[src/rtl/testador_circuito.sv]
// Exhaustive tester for a 3-input combinational circuit: walks {a,b,c} through
// 000..111, samples x after a settle delay and compares it against a golden truth table.
module testador_circuito #(
   parameter int unsigned SETTLE   = 1,
   parameter logic [7:0]  EXPECTED = 8'b1000_1000
) (
   input  logic       clk,
   input  logic       rst_n,
   input  logic       start,
   input  logic       x,
   output logic       a,
   output logic       b,
   output logic       c,
   output logic       busy,
   output logic       done,
   output logic       pass,
   output logic [3:0] err_count,
   output logic       fail_valid,
   output logic [2:0] first_fail_idx,
   output logic [1:0] dbg_state
);

   typedef enum logic [1:0] {
      ST_IDLE   = 2'd0,
      ST_SETTLE = 2'd1,
      ST_SAMPLE = 2'd2,
      ST_DONE   = 2'd3
   } state_t;

   localparam logic [3:0] WAIT_RELOAD = 4'(SETTLE - 1);

   state_t     state;
   logic [2:0] idx;
   logic [3:0] wait_cnt;

   assign {a, b, c} = idx;
   assign dbg_state = state;

   // x comes straight from a combinational circuit fed by our own registers,
   // so it is already in this clock domain and needs no synchronizer.
   always_ff @(posedge clk or negedge rst_n) begin
      if (!rst_n) begin
         state          <= ST_IDLE;
         idx            <= 3'd0;
         wait_cnt       <= 4'd0;
         busy           <= 1'b0;
         done           <= 1'b0;
         pass           <= 1'b0;
         err_count      <= 4'd0;
         fail_valid     <= 1'b0;
         first_fail_idx <= 3'd0;
      end else begin
         done <= 1'b0;
         case (state)
            ST_IDLE: begin
               if (start) begin
                  state          <= ST_SETTLE;
                  idx            <= 3'd0;
                  wait_cnt       <= WAIT_RELOAD;
                  busy           <= 1'b1;
                  pass           <= 1'b0;
                  err_count      <= 4'd0;
                  fail_valid     <= 1'b0;
                  first_fail_idx <= 3'd0;
               end
            end
            ST_SETTLE: begin
               if (wait_cnt == 4'd0) state <= ST_SAMPLE;
               else                  wait_cnt <= wait_cnt - 4'd1;
            end
            ST_SAMPLE: begin
               if (x != EXPECTED[idx]) begin
                  // Saturate at 8 so the count can never wrap.
                  if (err_count != 4'd8) err_count <= err_count + 4'd1;
                  if (!fail_valid) begin
                     fail_valid     <= 1'b1;
                     first_fail_idx <= idx;
                  end
               end
               if (idx == 3'd7) begin
                  state <= ST_DONE;
                  busy  <= 1'b0;
                  done  <= 1'b1;
               end else begin
                  idx      <= idx + 3'd1;
                  wait_cnt <= WAIT_RELOAD;
                  state    <= ST_SETTLE;
               end
            end
            ST_DONE: begin
               pass  <= (err_count == 4'd0);
               state <= ST_IDLE;
            end
            default: state <= ST_IDLE;
         endcase
      end
   end

endmodule

[config.mk]
export PLATFORM = sky130hd
export DESIGN_NAME = testador_circuito
export DESIGN_NICKNAME = d
export VERILOG_FILES = /design/src/rtl/testador_circuito.sv
export SDC_FILE = /design/constraint.sdc
export NUM_CORES = 1
export LEC_CHECK = 0
export CAP_MARGIN = 40
export CELL_PAD_IN_SITES_DETAIL_PLACEMENT = 0
export CELL_PAD_IN_SITES_GLOBAL_PLACEMENT = 1
export CORE_MARGIN = 5
export CORE_UTILIZATION = 34
export DETAILED_ROUTE_END_ITERATION = 6
export GPL_TIMING_DRIVEN = 1
export PLACE_DENSITY_LB_ADDON = 0.2
export SYNTH_ARGS = -nofsm -noshare
export SYNTH_HDL_FRONTEND = slang
export SYNTH_SLANG_ARGS = --single-unit
[constraint.sdc]
create_clock -name clk -period 1.4 [get_ports clk]
set_input_delay 0.14 -clock clk [delete_from_list [all_inputs] [get_ports clk]]
set_output_delay 0.14 -clock clk [all_outputs]
set_load 0.05 [all_outputs]
==> impl_metrics.tcl, run 1 <==
set metrics [dict create \
    irDropWorstVdd_v 0.000708 \
    rsz0062_at_grt "yes" \
    root_buffer "clkbuf_4" \
    status "finished, violations left" \
    finalCritPeriodShare_pct 103 \
    cts.path.max_buffers 2 \
    drive_gt1_share_pct 44.4 \
    finalSetupTns_ps -77.2 \
    dieArea_sq_um 4260 \
    crit_path_end_kind "flop" \
    finalHoldViolCount 0 \
    crit_required_ps 1600 \
    finalSetupViolCount 3 \
    postSynthAreaPerCell_sq_um 9.81 \
    core_sq_um 3000 \
    ys_seq_area_share_pct 48.1 \
    dp_cells 169 \
    avgViaCountPerCell 5.11 \
    drc 0 \
    fin_ws_ps -43.7 \
    grt_usage_pct 13.0 \
    die_height_microns 65.3 \
    gr-usage-met1_pct 16.3 \
    initial_utilization_pct 34.6 \
    cp-start-kind "flop" \
    wirelength_mm 2.48 \
    htree_levels 1 \
    diodes 0 \
    worstSetupPathType "flop to flop" \
    yosys_register_bits 20 \
    ys_types 27 \
    syn_area_sq_um 1040 \
    maxCapViolations 0 \
    yosysWarnings 0 \
    die_width_microns 65.3 \
    top_usage_layer "met2" \
    grt_pass1_vias 925 \
    wire_per_inst_microns 14.1 \
    regToRegSetupSlack_ps -40 \
    synth_edf_count 0 \
    nNetsFinal 153 \
    cp_max_fo 5 \
    p_per_area_nw_per_um2 2140 \
    hp-class "primary input to async pin" \
    syn_inst 106 \
    place_hpwl_mm 1.87 \
    multi_input_area_sq_um 606 \
    tritoncts "built" \
    drt_iter0_markers 46 \
    clk_pin_slew_ps 130 \
    cts_hold_buf 0 \
    fin_crit_ps 1440 \
    stdcell_count 175 \
    grt_util_met2_pct 22.3 \
    skew_ps 13.7 \
    synthFlopType "dfrtp_1" \
    areaGrowthSynthToFinish_pct 57.5 \
    antenna_found_initial 0 \
    syn_nets 116 \
    ff_latch_area_sq_um 508 \
    cp.arrival_ps 1640 \
    globalRouteMet3Util_pct 2.56 \
    grt_pass1_wl_mm 4.32 \
    clock-sinks 20 \
    synthArstFlopShare_pct 100 \
    nFillCells 271 \
    yosysTopAreaCell "dfrtp_1" \
    vias 895 \
    grt.overflow.total 0 \
    io_pins 20 \
    max_freq_ghz 0.693 \
    worst_pin_slew_ps 347 \
    ant_nets 0 \
    drt-pass1-iter-count 4 \
    synthTopCellsByCount "20 x dfrtp_1, 13 x o21ai_0, 11 x a21oi_1, 8 x inv_1, 8 x nor2_1" \
    grt_max_degree 21 \
    synth.most_common_cell "dfrtp_1" \
    clk-insertion-delay-late_ps 310 \
    numPortBuffers 19 \
    p_leak_nw 0.725 \
    final_max_slew_viol_count 0 \
    yosysTopAreaCellShare_pct 48.1 \
    relSlewSlack_pct 76.9 \
    gp_congestion 0.748 \
    rows 20 \
    failed_checks "negative setup slack" \
    cts-buffers-inserted 3 \
    synthTopCellsByArea "dfrtp_1 48%, ha_1 7.2%, o21ai_0 6.3%, a21oi_1 5.3%, o41ai_2 3.1%" \
]
==> final cells by class <==
type / instances / share of cell area [%]
clock inverters: 1 / 1.83
well taps: 33 / 2.52
flip-flops and latches: 20 / 31.0
clock buffers: 3 / 1.38
multi-input cells: 76 / 37.0
repair buffers: 33 / 24.2
inverters: 9 / 2.06
==> per-stage QoR <==
stage          area, sq um  power, mW  hold slack [ps]  utilization, %  worst slack [ps]
2_1_floorplan         1120       1.99             -156               -              -120
3_3_place_gp          1530       2.89              509            51.0             -71.8
3_5_place_dp          1530       2.93              503            51.0              -132
4_1_cts               1600       3.44              168            53.3             -13.9
5_1_grt               1640       3.72              171            54.5              -126
6_report              1640       3.50              157            54.5             -43.7
==> routing by layer <==
layer / share of wire, % / vias to the layer above / routed length (microns)
li1: - / 448 / -
met1: 46 / 431 / 1130
met2: 51 / 12 / 1260
met3: 2.5 / 4 / 63
met4: 1.1 / 0 / 27
met5: 0 / - / 0
==> cells by family after synthesis <==
logic type / synth area share (%)
xor+xnor: 1.56
simple gates: 16.0
fa+ha+maj: 7.22
buf+inv: 3.73
flops: 48.1
compound gates: 22.3
mux: 1.08
==> power by group <==
group	internal, mW	switching, mW	total (mW)	leakage, nW
combinational	0.985	1.13	2.12	0.441
clock	0.289	0.189	0.478	0.0279
sequential	0.732	0.172	0.905	0.256
==> registers in the layout (all words and copies together) (netlist names), 2 cells and up <==
name            flops
err_count           4
wait_cnt            4
first_fail_idx      3
idx                 3
dbg_state           2
==> cells in the final DEF, fill, tap and decap left out, types with 2 or more instances in the layout <==
cell,synthesis,routed
buf_4,0,18
dfrtp_1,20,14
buf_12,0,11
o21ai_1,4,10
a21oi_1,11,8
nand2_1,7,7
nor2_1,8,7
inv_1,8,6
dfrtp_2,0,6
nand3_1,5,5
o21ai_0,13,5
inv_2,1,3
a21oi_2,0,3
ha_1,6,3
clkbuf_4,0,3
clkdlybuf4s50_1,0,3
nor2b_1,4,2
nor2b_4,0,2
o41ai_2,2,2
a22o_1,2,2
ha_4,0,2
==> repair_timing <==
item                       CTS  global route
resized for setup            3             7
pin swaps                    3             9
buffers inserted             0             2
setup endpoints to repair    5            12
==> worst max-delay path: stages (launching register included) <==
cell,delay [ps]
dfrtp_2,450
ha_4,190
xor2_4,190
buf_4,160
a41oi_2,100
o21ai_2,170
o41ai_2,80
==> path summary, 6_finish.rpt <==
| check | from | end | depth (start not counted) |
|---|---|---|---|
| max | idx[0]$_DFFE_PN0P_ | err_count[3]$_DFFE_PN0P_ | 6 |
| min | rst_n | busy$_DFFE_PN0P_ | 2 |
| max reg2reg | idx[0]$_DFFE_PN0P_ | err_count[3]$_DFFE_PN0P_ | 6 |
| min reg2reg | wait_cnt[0]$_DFFE_PN0P_ | wait_cnt[0]$_DFFE_PN0P_ | 1 |
| max in group asynchronous | rst_n | dbg_state[1]$_DFFE_PN0P_ | 2 |
| min in group clk | wait_cnt[0]$_DFFE_PN0P_ | wait_cnt[0]$_DFFE_PN0P_ | 1 |
No activity file was read; power rests on OpenSTA's default activity.
==> run 2: changes to the inputs <==
Clock period 1.4 ns to 1.55 ns, I/O delays scaled along.
==> impl_metrics.tcl, run 2 (same netlist as run 1, synthesis figures left out) <==
set metrics [dict create \
    status "finished, final reports clean" \
    r2r_end "idx[0]$_DFFE_PN0P_" \
    rsz0062_at_grt "yes" \
    reg2regPathDepth 5 \
    finalHoldViolCount 0 \
    max_freq_ghz 0.676 \
    crit_path_end_kind "flop" \
    slowest_delay_ps 460 \
    vias 866 \
    relSlewSlack_pct 78.4 \
    dieArea_sq_um 4260 \
    drt-pass1-iter-count 4 \
    areaGrowthSynthToFinish_pct 33.5 \
    holdWs_ps 173 \
    clkPwrFrac_pct 11.9 \
    grt_usage_pct 12.0 \
    top_regs "err_count: 4 flops, wait_cnt: 4 flops" \
    p_sw_mw 1.19 \
    clk_pin_slew_ps 110 \
    finalSetupTns_ps 0 \
    finalSetupViolCount 0 \
    diodes 0 \
    cp_top_family "flip-flops" \
    crit_required_ps 1740 \
    root_buffer "clkbuf_4" \
    drt_iter0_markers 58 \
    cp-start-kind "flop" \
    cp_cell_sequence "ha_4 -> ha_2 -> nor2b_1 -> o21ai_2 -> mux2_2" \
    htree_levels 1 \
    regToRegSetupSlack_ps 70 \
    drc 0 \
    wirelength_mm 2.29 \
    ff_latch_area_sq_um 507 \
    grt_pass1_vias 873 \
    stdcell_count 169 \
    avgViaCountPerCell 5.12 \
    antenna_found_initial 0 \
    p_leak_nw 0.641 \
    cts.path.max_buffers 2 \
    skew_ps 5.37 \
    die_width_microns 65.3 \
    irDropWorstVdd_v 0.000826 \
    multi_input_area_sq_um 534 \
    cts_hold_buf 0 \
    die_height_microns 65.3 \
    finalCritPeriodShare_pct 95.4 \
    cts-buffers-inserted 3 \
    maxCapViolations 0 \
    rows 20 \
    final_max_slew_viol_count 0 \
    grt_max_degree 21 \
    cp_max_fo 7 \
    final_area_sq_um 1390 \
    core_sq_um 3000 \
    rr_startpoint "idx[0]$_DFFE_PN0P_" \
    grt_pass1_wl_mm 3.97 \
    combPwrFrac_pct 55.6 \
    tritoncts "built" \
    drive_gt1_share_pct 33.8 \
    placed_area_sq_um 1320 \
    worstSetupPathType "flop to flop" \
    cp.arrival_ps 1670 \
    initial_utilization_pct 34.6 \
    nFillCells 307 \
    clk-insertion-delay-late_ps 300 \
    internal-power_mw 1.34 \
    fin_crit_ps 1480 \
    final_cell_mix "22 x buf_4, 15 x dfrtp_1, 13 x o21ai_0" \
    gp_congestion 0.712 \
    seq_power_share_pct 32.5 \
    worst_pin_slew_ps 324 \
    hp-class "primary input to async pin" \
    numPortBuffers 19 \
    place_hpwl_mm 1.73 \
    nNetsFinal 147 \
    grt.overflow.total 0 \
    cp_num_buf_inv 0 \
    io_pins 20 \
    ant_nets 0 \
    final_common_cell "buf_4" \
    slowest_stage "dfrtp_2" \
    wire_per_inst_microns 13.6 \
    switching_share_pct 47.1 \
    dp_cells 161 \
    clock-sinks 20 \
    p_per_area_nw_per_um2 1830 \
    final_util_pct 46.2 \
]
==> run 2: changes by cell type in the layout (fill, tap and decap cells not counted), sizes merged <==
cell    delta
clkbuf     +1
buf        -6
bufinv     -1
==> run 2: per-stage QoR <==
step	worst slack (ps)	total power, mW
2_1_floorplan	2.55	1.72
3_3_place_gp	30.1	2.18
3_5_place_dp	0.212	2.20
4_1_cts	55.8	2.49
5_1_grt	-13.5	2.73
6_report	71.2	2.53
==> run 2: worst register-to-register path: cells and delay by family (launching register included) <==
kind	cells	cell delay, ps
simple gates	1	140
fa+ha+maj	2	380
mux	1	280
flops	1	460
compound gates	1	130
==> run 2: final cells by class <==
cell class	instances	area share [%]
Multi-Input combinational cell	76	38.5
Sequential cell	20	36.5
Timing Repair Buffer	27	17.0
Tap cell	33	2.98
Clock buffer	4	2.61
Inverter	9	2.43
==> run 2: routing by layer <==
metal,wire [microns],global-route usage [%]
met5,0,0
met1,1080,15.6
met3,88,2.22
met2,1090,20.0
met4,31,3.89
==> run 2: power groups by stage <==
stage | Combinational [mW] | Clock (mW) | Sequential, mW
global placement | 1.33 | 0 | 0.845
finish | 1.41 | 0.300 | 0.824
floorplan | 0.466 | 0 | 1.26
global route | 1.53 | 0.347 | 0.855
CTS | 1.34 | 0.311 | 0.843
detailed placement | 1.34 | 0 | 0.854
==> run 2: worst max path at each step <==
stage                        from                             to  slack (ps)  cells past startpoint
4_1_cts        idx[0]$_DFFE_PN0P_             idx[0]$_DFFE_PN0P_          60                      5
5_1_grt        idx[0]$_DFFE_PN0P_        wait_cnt[2]$_DFFE_PN0P_         -10                      6
3_3_place_gp                    x  first_fail_idx[0]$_DFFE_PN0P_          30                      4
3_5_place_dp                    x  first_fail_idx[0]$_DFFE_PN0P_         0.2                      4
6_report       idx[0]$_DFFE_PN0P_             idx[0]$_DFFE_PN0P_          70                      5
2_1_floorplan  idx[0]$_DFFE_PN0P_             idx[0]$_DFFE_PN0P_           3                      5
==> run 2: what timing repair did <==
action	4_1_cts	5_1_grt
endpoints found under the setup margin	0	10
gates resized for setup	0	1
buffers inserted	0	4
==> run 3: changes to the inputs <==
Clock period 1.55 ns to 1.39 ns, I/O delays scaled along.
==> impl_metrics.tcl, run 3 (same netlist as run 1, synthesis figures left out) <==
set metrics [dict create \
    gp_congestion 0.703 \
    dieArea_sq_um 4260 \
    final_area_sq_um 1630 \
    die_height_microns 65.3 \
    clk_pin_slew_ps 120 \
    p_per_area_nw_per_um2 2100 \
    crit_path_end_kind "flop" \
    holdWs_ps 145 \
    ant_nets 0 \
    finalSetupViolCount 5 \
    drc 0 \
    initial_utilization_pct 34.6 \
    cp-start-kind "flop" \
    cp.arrival_ps 1650 \
    finalCritPeriodShare_pct 101 \
    max_freq_ghz 0.711 \
    cts.path.max_buffers 2 \
    worst_pin_slew_ps 326 \
    stdcell_count 175 \
    final_common_cell "buf_4" \
    grt.overflow.total 0 \
    fin_crit_ps 1410 \
    hp-class "primary input to async pin" \
    p_leak_nw 0.718 \
    antenna_found_initial 0 \
    io_pins 20 \
    cts-buffers-inserted 3 \
    drt_iter0_markers 18 \
    drive_gt1_share_pct 42.3 \
    die_width_microns 65.3 \
    final_util_pct 54.1 \
    core_sq_um 3000 \
    htree_levels 1 \
    failed_checks "negative setup slack" \
    crit_required_ps 1630 \
    root_buffer "clkbuf_4" \
    wirelength_mm 2.50 \
    status "finished, violations left" \
    diodes 0 \
    skew_ps 7.90 \
    nNetsFinal 153 \
    path_depth 5 \
    rsz0062_at_grt "yes" \
    placed_area_sq_um 1560 \
    cp_num_buf_inv 0 \
    dp_cells 170 \
    cp_cell_sequence "ha_4 -> xor2_4 -> nor3b_4 -> nand2_1 -> o21ai_1" \
    wire_per_inst_microns 14.3 \
    areaGrowthSynthToFinish_pct 56.3 \
    cp_top_family "flip-flops" \
    top_regs "err_count: 4 flops, wait_cnt: 4 flops" \
    slowest_stage "dfrtp_2" \
    grt_pass1_vias 885 \
    drt-pass1-iter-count 4 \
    tritoncts "built" \
    relSlewSlack_pct 78.3 \
    slowest_delay_ps 440 \
    place_hpwl_mm 1.89 \
    worstSetupPathType "flop to flop" \
    final_cell_mix "17 x buf_4, 14 x dfrtp_1, 13 x buf_12" \
    vias 916 \
    avgViaCountPerCell 5.23 \
    irDropWorstVdd_v 0.000710 \
    fin_ws_ps -15.8 \
    final_max_slew_viol_count 0 \
    grt_pass1_wl_mm 4.22 \
    finalHoldViolCount 0 \
    cp_max_fo 6 \
    maxCapViolations 0 \
    clock-sinks 20 \
    clk-insertion-delay-late_ps 310 \
    rows 20 \
    grt_max_degree 21 \
    grt_usage_pct 12.8 \
    numPortBuffers 19 \
    reg2regPathDepth 5 \
]
==> run 3: cell count changes in the layout (fill, tap and decap cells not counted), moves of 2 or more <==
cell     delta
buf_4       -5
buf_12     +11
o21ai_1     +9
nor2b_4     +2
o21ai_0     -9
nor2b_1     -2
==> run 3: stage by stage <==
stage	total power, mW	setup slack (ps)	TNS, ps
global route	3.60	-120	-485
global placement	3.02	-75.8	-474
CTS	3.39	-29.2	-56.9
finish	3.41	-15.8	-41.4
floorplan	2.01	-130	-1030
detailed placement	3.04	-137	-796
==> run 3: worst paths after layout <==
kind	end	slack [ps]	startpoint
setup / recovery	first_fail_idx[2]$_DFFE_PN0P_	-20	idx[0]$_DFFE_PN0P_
hold / removal	err_count[2]$_DFFE_PN0P_	140	rst_n
setup reg to reg	first_fail_idx[2]$_DFFE_PN0P_	-20	idx[0]$_DFFE_PN0P_
hold reg to reg	wait_cnt[0]$_DFFE_PN0P_	520	wait_cnt[0]$_DFFE_PN0P_
max in group asynchronous	idx[0]$_DFFE_PN0P_	1000	rst_n
min in group clk	wait_cnt[0]$_DFFE_PN0P_	520	wait_cnt[0]$_DFFE_PN0P_
==> run 3: worst register-to-register path: cells and delay by family, from the launching register on <==
kind / cells / cell delay, ps
XOR/XNOR: 1 / 210
flip-flops: 1 / 440
adder cells (fa/ha/maj): 1 / 190
AO/OA/AOI/OAI: 1 / 80
AND/OR/NAND/NOR: 2 / 420
==> run 3: final cells by class <==
cell class	instances	area, sq um
fill	277	1380
multi-input combinational	76	598
sequential	20	508
inverter	9	33.8
clock buffer	4	26.3
timing repair buffer	33	418
tap	33	41.3
==> run 3: power breakdown <==
| part | internal [mW] | switching (mW) | leakage [nW] |
|---|---|---|---|
| clock network | 0.112 | 0.194 | 0.0150 |
| logic | 1.05 | 1.14 | 0.447 |
| registers | 0.738 | 0.175 | 0.256 |
| total | 1.90 | 1.51 | 0.718 |
==> run 3: repair_timing <==
| action | 4_1_cts | 5_1_grt |
|---|---|---|
| hold buffers | 0 | 0 |
| pin swaps | 1 | 7 |
| setup buffers | 0 | 1 |
| setup endpoints to repair | 7 | 11 |
| gates resized for setup | 4 | 3 |
==> run 3: metal layers <==
layer | track usage (%) | wire length, microns | up-vias
met5 | 0 | 0 | -
met4 | 5.44 | 49 | 0
met3 | 2.39 | 108 | 5
met2 | 21.4 | 1170 | 19
met1 | 16.2 | 1170 | 444
li1 | - | - | 448
